==> config.mk <==
export PLATFORM = sky130hd
export DESIGN_NAME = fpu_result_stage
export DESIGN_NICKNAME = d
export VERILOG_FILES = /design/src/rtl/fpu_result_stage.sv
export SDC_FILE = /design/constraint.sdc
export NUM_CORES = 1
export LEC_CHECK = 0
export CAP_MARGIN = 40
export CORE_MARGIN = 10
export CORE_UTILIZATION = 46
export CTS_BUF_LIST = sky130_fd_sc_hd__clkbuf_8
export CTS_CLUSTER_SIZE = 8
export DETAILED_ROUTE_END_ITERATION = 8
export HOLD_SLACK_MARGIN = 0.12
export PLACE_DENSITY = 0.9
export SLEW_MARGIN = 25
export SYNTH_ARGS = -nofsm -noshare
export SYNTH_HDL_FRONTEND = slang
export SYNTH_SLANG_ARGS = --single-unit
==> constraint.sdc <==
create_clock -name clk -period 2.7 [get_ports clk]
set_clock_uncertainty 0.2 [all_clocks]
set_input_delay 0.27 -clock clk [delete_from_list [all_inputs] [get_ports clk]]
set_output_delay 0.27 -clock clk [all_outputs]
set_load 0.03 [all_outputs]
==> src/rtl/fpu_result_stage.sv <==
// fpu_result_stage: DEPTH-entry result FIFO after the FP add/sub datapath. It tags each entry with an IEEE class code when the entry is pushed.
// Latency: an entry pushed at edge N is visible at the head after edge N. There is no bypass path.
// Backpressure: in_ready depends only on registered state, never on out_ready. Optional macro: FPU_STICKY_FLAGS_EN (accumulated status flags).
module fpu_result_stage #(
    parameter int DEPTH = 2
) (
    input  logic        clk,
    input  logic        reset,
    input  logic        in_valid,
    output logic        in_ready,
    input  logic [31:0] in_result,
    input  logic        in_error,
    input  logic        in_overflow,
    output logic        out_valid,
    input  logic        out_ready,
    output logic [31:0] out_result,
    output logic [2:0]  out_class,
    output logic        out_error,
    output logic        out_overflow,
    input  logic        sticky_clr,
    output logic [1:0]  sticky_flags
);

    localparam int AW = $clog2(DEPTH);
    localparam int CW = $clog2(DEPTH) + 1;
    localparam logic [CW-1:0] FULL_COUNT = CW'(DEPTH);

    typedef struct packed {
        logic [31:0] result;
        logic [2:0]  cls;
        logic        error;
        logic        overflow;
    } entry_t;

    entry_t          mem [DEPTH];
    logic [AW-1:0]   wr_ptr;
    logic [AW-1:0]   rd_ptr;
    logic [CW-1:0]   count;
    logic            live;
    logic            push;
    logic            pop;
    entry_t          head;

    // Class code of a single-precision word; sign is not part of the class.
    function automatic logic [2:0] classify(input logic [31:0] v);
        logic [7:0]  e;
        logic [22:0] f;
        e = v[30:23];
        f = v[22:0];
        if (e == 8'h00)       classify = (f == '0) ? 3'b000 : 3'b001;
        else if (e != 8'hFF)  classify = 3'b010;
        else if (f == '0)     classify = 3'b011;
        else if (f[22])       classify = 3'b100;
        else                  classify = 3'b101;
    endfunction

    // Handshakes: ready comes only from registers, so out_ready never reaches in_ready.
    always_comb begin
        in_ready  = live && (count < FULL_COUNT);
        out_valid = (count != '0);
        push      = in_valid && in_ready;
        pop       = out_valid && out_ready;
    end

    // Ready is held low until the first clock edge after reset releases.
    always_ff @(posedge clk or posedge reset) begin
        if (reset) live <= 1'b0;
        else       live <= 1'b1;
    end

    // Occupancy and pointers. Pointers wrap naturally because DEPTH is a power of two.
    always_ff @(posedge clk or posedge reset) begin
        if (reset) begin
            count  <= '0;
            wr_ptr <= '0;
            rd_ptr <= '0;
        end else begin
            if (push) wr_ptr <= wr_ptr + AW'(1);
            if (pop)  rd_ptr <= rd_ptr + AW'(1);
            case ({push, pop})
                2'b10:   count <= count + CW'(1);
                2'b01:   count <= count - CW'(1);
                default: count <= count;
            endcase
        end
    end

    // Entry storage. Empty slots are never presented, so the data needs no reset.
    always_ff @(posedge clk) begin
        if (push) begin
            mem[wr_ptr] <= '{result:   in_result,
                             cls:      classify(in_result),
                             error:    in_error,
                             overflow: in_overflow};
        end
    end

    // Head presentation. Outputs read zero whenever the stage is empty, and that includes reset.
    always_comb begin
        head         = mem[rd_ptr];
        out_result   = out_valid ? head.result   : 32'h0;
        out_class    = out_valid ? head.cls      : 3'b000;
        out_error    = out_valid && head.error;
        out_overflow = out_valid && head.overflow;
    end

`ifdef FPU_STICKY_FLAGS_EN
    logic [1:0] sticky_q;

    // Accumulate popped flags. A set in the same cycle as a clear takes priority over the clear.
    always_ff @(posedge clk or posedge reset) begin
        if (reset) sticky_q <= 2'b00;
        else       sticky_q <= (sticky_clr ? 2'b00 : sticky_q)
                             | (pop ? {out_overflow, out_error} : 2'b00);
    end

    assign sticky_flags = sticky_q;
`else
    // The feature is compiled out: the ports stay, the status is constant and the clear input has no effect.
    logic sticky_clr_unused;
    assign sticky_clr_unused = sticky_clr;
    assign sticky_flags      = 2'b00;
`endif

endmodule

==> results of run 1 <==
## sequential cells by signal (all words and copies together) (netlist names)
signal / cells
mem: 74
live: 1
rd_ptr: 1
count: 2
wr_ptr: 1
## repair_timing
action / in CTS / in global routing
buffers inserted: 0 / 0
hold buffers: 1 / 0
endpoints found under the setup margin: 10 / 0
hold endpoints to repair: 5 / 0
gates resized for setup: 1 / 0
## stage by stage
step | cell area, um^2 | hold slack (ps) | total power (W) | utilization (%)
after floorplan | 3200 | -151 | 0.00290 | -
after global placement | 4050 | 280 | 0.00371 | 60.0
after detailed placement | 4050 | 293 | 0.00373 | 60.0
after CTS | 4250 | 283 | 0.00454 | 62.8
after global routing | 4250 | 290 | 0.00471 | 62.8
final | 4250 | 309 | 0.00448 | 62.8
## path summary, 6_finish.rpt
| check | startpoint | to | slack, ps | cells past startpoint |
|---|---|---|---|---|
| max | rd_ptr | out_class[1] | 150 | 4 |
| min | in_overflow | mem[1][0] | 310 | 1 |
| max reg2reg | count[0] | count[1] | 730 | 7 |
| min reg2reg | wr_ptr | wr_ptr | 350 | 1 |
| max in group asynchronous | reset | rd_ptr | 1630 | 3 |
| min in group asynchronous | reset | wr_ptr | 480 | 3 |
## power groups by stage
stage                     Clock, W  Combinational (W)  Sequential [W]
final                     0.000802            0.00211         0.00156
after global routing      0.000881            0.00225         0.00158
after CTS                 0.000825            0.00215         0.00156
after detailed placement         0            0.00214         0.00159
after global placement           0            0.00212         0.00158
after floorplan                  0            0.00133         0.00157
## area by class of cell
cell class / count / area (um^2)
Fill cell: 515 / 2510
Sequential cell: 79 / 2350
Timing Repair Buffer: 82 / 825
Multi-Input combinational cell: 107 / 786
Clock buffer: 9 / 124
Tap cell: 80 / 100
Clock inverter: 7 / 55.1
Inverter: 2 / 7.51
## cell usage after synthesis (all sizes together) (2+ instances only)
cell / count
buf: 10
edfxtp: 74
conb: 2
inv: 2
xnor2: 3
nand2: 2
dfrtp: 5
xor2: 2
nor4: 7
nor2: 40
nand4: 2
mux2i: 37
## cell families after synthesis
group / share of synthesized area (%)
flops: 73.6
compound gates: 1.22
mux: 11.6
simple gates: 9.18
buf+inv: 2.43
other cells: 0.235
fa+ha+maj: 0.392
xor+xnor: 1.37
## layout by cell type (no fill, tap or decap), types with 2 or more instances in the layout
cell type	n
clkbuf_8	9
nor2_4	2
nand4_1	2
nor4_2	4
conb_1	3
buf_4	3
edfxtp_1	74
xor2_1	2
nor4_1	2
inv_1	3
clkinv_2	2
mux2i_1	37
clkdlybuf4s50_1	76
clkinv_1	3
dfrtp_1	4
nand2_1	2
nor2_1	38
xnor2_1	3
## critical path, cell delays in order (launching register included)
cell	delay (ps)
dfrtp_2	350
buf_6	400
mux2i_1	150
nor2_1	130
clkdlybuf4s50_1	690
## layer usage
metal,vias up,share of wire (%),routed length (um),global-route usage [%]
met5,-,0,0,0
met4,0,0.36,23,4.60
met3,2,7.4,476,5.58
met2,60,52,3310,21.4
met1,889,40,2590,13.9
li1,893,-,-,-
==> out/results.ini, run 1 <==
[grt]
track_usage_pct = 12.7
grt_pass1_wl_um = 9990
grt_antenna_before_repair = 0
gr-total-overflow = 0
grt_max_degree = 39
first_global_vias = 1950

[yosys]
async_reset_ff_share_pct = 6.33
synth.area.top_cells = edfxtp_1, mux2i_1, nor2_1
synth_edf_count = 74
syn_avg_cell_area_um2 = 16.2
synth_top_area_share_pct = 69.6
ys_ff_latch = 79
synth_cells = 197
synth_largest_area_cell = edfxtp_1
yosysSeqAreaShare_pct = 73.6
ys_warn_count = 0
syn-cell-area_um2 = 3190
synth_top_flop_cell = edfxtp_1
yosysUniqueCellTypes = 27

[power_and_ir_drop]
p_int_w = 0.00278
switching_share_pct = 38.0
peakVddDrop_mv = 0.543
pwr-share-comb_pct = 47.2
clockPowerShare_pct = 17.9
power_switching_w = 0.00170
p_leak_nw = 1.53
pwr_density_cell_nw_per_um2 = 1060
seqPwrFrac_pct = 34.9

[sta]
fin_ws_ps = 155
rsz0062_at_grt = no
finalSetupViolCount = 0
max-slew-margin-rel_pct = 65.3
worst_pin_slew_ps = 521
fmax_mhz = 393
tns_ps = 0
hold_viol_final = 0
min_period_over_period_pct = 94.3
fin_crit_ps = 2550
drv_slew = 0

[clock_tree]
clk_latency_ps = 330
cts.sinks = 79
cts_tree = yes
clockBufferDepth = 2
cts_root_buf = clkbuf_8
htreeDepth = 3
cts_inserted_buffers = 9
clk_pin_slew_ps = 80

[setup_path]
crit_arrival_ps = 2080
crit_required_ps = 2230
crit_type = reg -> out
worstSetupEndpointType = output port
critPathMaxFanout = 38
cp-start-kind = flop

[finish]
fin_cells = 366
fin_nets = 321
drive_gt1_share_pct = 10.1
insertedDiodeCount = 0
area_growth_pct = 33.1

[route]
wl_per_cell_um = 17.5
route.detailed.drc = 0
ant_nets = 0
viasPerCell = 5.04
first_iter_violations = 53
wirelength_um = 6400
dr.pass1.iters = 4
vias = 1844

[placed_design]
dp_slack_ps = 354
port_buffers = 76
place.gp.congestion = 0.761
dp_hpwl_um = 4590
dp_cells = 349

[outcome]
status = completed

[floorplan]
initial_core_util_pct = 47.2
core_um2 = 6760
ios = 80
row_count = 30
die_h_um = 103
dieArea_um2 = 10700
die_w_um = 103

[flow_run]
maxCapViolCount = 0

[worst_hold_path]
hp-class = in -> reg

Power figures use the tool's default switching activity.
==> run 2: changes to the inputs <==
--- a/config.mk
+++ b/config.mk
@@ -13,6 +13,7 @@
 export DETAILED_ROUTE_END_ITERATION = 8
 export HOLD_SLACK_MARGIN = 0.12
 export PLACE_DENSITY = 0.9
+export REMOVE_ABC_BUFFERS = 1
 export SLEW_MARGIN = 25
 export SYNTH_ARGS = -nofsm -noshare
 export SYNTH_HDL_FRONTEND = slang
==> out/results.ini, run 2 (synthesis results as in run 1) <==
[finish]
mostFrequentLayoutCells = clkdlybuf4s50_1, edfxtp_1, nor2_1
largestRegisters = mem x74, count x2
final_common_cell = clkdlybuf4s50_1
fillers = 519  ; +0.78%
fin_cells = 369  ; +0.82%
drive_gt1_share_pct = 11.1  ; +0.93 points
fin_nets = 324  ; +0.93%
area_growth_pct = 32.5
post-route-cell-area_um2 = 4230  ; -0.38%
insertedDiodeCount = 0  ; unchanged
largest_reg_flops = 74  ; unchanged
largest_register = mem

[setup_path]
critPathMaxFanout = 16  ; -58%
crit_required_ps = 2230  ; about the same
cp-start-kind = flop
worstSetupEndpointType = output port
crit_type = reg -> out
crit_slowest_cell = clkdlybuf4s50_1
crit_path_max_incr_delay_ps = 720  ; +30 ps
worstPathCellList = buf_4, mux2i_1, nor2_1, clkdlybuf4s50_1
crit_arrival_ps = 1990  ; -90 ps

[route]
drt-met1-wl_um = 2640  ; +1.9%
route.detailed.drc = 0  ; unchanged
wl_per_cell_um = 17.6  ; +0.49%
wl_met2_um = 3370  ; +1.7%
highest_layer = met4
vias = 1851  ; +0.38%
wl_met3_um = 386  ; -19%
wirelength_um = 6490  ; +1.3%
ant_nets = 0  ; unchanged
first_iter_violations = 44  ; -17%
viasPerCell = 5.02  ; -0.44%
dr.pass1.iters = 4  ; unchanged

[sta]
fin_crit_ps = 2460  ; -83.5 ps
fin_ws_ps = 238  ; +83.5 ps
drv_slew = 0  ; unchanged
timing.hold.ws_ps = 318  ; +9.24 ps
hold_viol_final = 0  ; unchanged
finalSetupViolCount = 0  ; unchanged
fmax_mhz = 406  ; +3.4%
min_period_over_period_pct = 91.2  ; -3.1 points
rsz0062_at_grt = no

[grt]
gr-total-overflow = 0  ; unchanged
grt_max_degree = 23  ; -41%
first_global_vias = 2022  ; +3.7%
grt_antenna_before_repair = 0  ; unchanged
grt_pass1_wl_um = 9970  ; -0.21%
track_usage_pct = 12.6  ; -0.10 points

[placed_design]
dp_slack_ps = 582  ; +228 ps
dp_cells = 352  ; +0.86%
placed_area_um2 = 4060  ; +0.25%
place.gp.congestion = 0.709  ; -6.9%
port_buffers = 76  ; unchanged
dp_hpwl_um = 4750  ; +3.5%

[power_and_ir_drop]
p_leak_nw = 1.53  ; about the same
pwr_density_cell_nw_per_um2 = 1040  ; -1.5%
peakVddDrop_mv = 0.941  ; +73%

[clock_tree]
cts_root_buf = clkbuf_8
cts_inserted_buffers = 9  ; unchanged
clk_pin_slew_ps = 70  ; about the same
cts_tree = yes
clk_latency_ps = 330  ; about the same
clockBufferDepth = 2  ; unchanged
htreeDepth = 3  ; unchanged
cts.sinks = 79  ; unchanged
cts_resized = 0  ; -1

[worst_hold_path]
hp-class = in -> reg

[floorplan]
row_count = 30  ; unchanged
die_w_um = 103  ; unchanged
ios = 80  ; unchanged
initial_core_util_pct = 47.2  ; unchanged
core_um2 = 6760  ; unchanged
dieArea_um2 = 10700  ; unchanged
die_h_um = 103  ; unchanged

[flow_run]
maxCapViolCount = 0  ; unchanged

[outcome]
status = completed

==> run 2: changes by cell type in the layout (fill, tap and decap cells not counted) <==
cell	delta
clkinvlp_4	+1
buf_4	+5
clkinv_1	-1
inv_1	+1
buf_12	-1
bufinv_16	-1
buf_6	-1
==> run 2: cell type report <==
class | instances | area [um^2] | share of cell area, %
Sequential cell | 79 | 2350 | 55.5
Timing Repair Buffer | 85 | 831 | 19.6
Multi-Input combinational cell | 107 | 786 | 18.6
Clock buffer | 9 | 124 | 2.93
Tap cell | 80 | 100 | 2.37
Clock inverter | 7 | 32.5 | 0.769
Inverter | 2 | 7.51 | 0.178
==> run 2: through the flow <==
step                      utilization, %  TNS, ps  power, W
after floorplan                        -   -24580   0.00285
after global placement              60.1        0   0.00371
after detailed placement            60.1        0   0.00375
after CTS                           62.6        0   0.00446
after global routing                62.6        0   0.00462
final                               62.6        0   0.00440
==> run 2: what timing repair did <==
item / CTS / global route
buffers inserted: 0 / 0
endpoints found under the hold margin: 5 / 0
hold buffers: 1 / 0
==> run 2: path summary, 6_finish.rpt <==
check | cells after the start | slack, ps | endpoint | from
setup / recovery | 4 | 240 | out_result[24] | rd_ptr
hold / removal | 1 | 320 | mem[1][1] | in_error
setup reg to reg | 7 | 710 | count[1] | count[0]
hold reg to reg | 1 | 360 | wr_ptr | wr_ptr
max in group asynchronous | 3 | 1600 | rd_ptr | reset
min in group asynchronous | 3 | 500 | rd_ptr | reset
==> run 2: routing by layer <==
| metal | global-route usage, % | up-vias |
|---|---|---|
| met5 | 0 | - |
| met4 | 6.31 | 0 |
| met3 | 4.05 | 10 |
| met2 | 21.6 | 56 |
| met1 | 13.7 | 886 |
| li1 | - | 899 |
==> run 2: power by group <==
group          switching (W)  internal (W)  total, W
sequential         0.0000627       0.00150   0.00156
clock               0.000387      0.000317  0.000704
combinational        0.00126      0.000869   0.00213
total                0.00171       0.00269   0.00440
==> run 2: worst max-delay path, delay by kind of cell, from the launching register on <==
kind / cells / cell delay [ps]
muxes: 1 / 150
DFF: 1 / 410
and+or+nand+nor: 1 / 150
buffers and inverters: 2 / 940
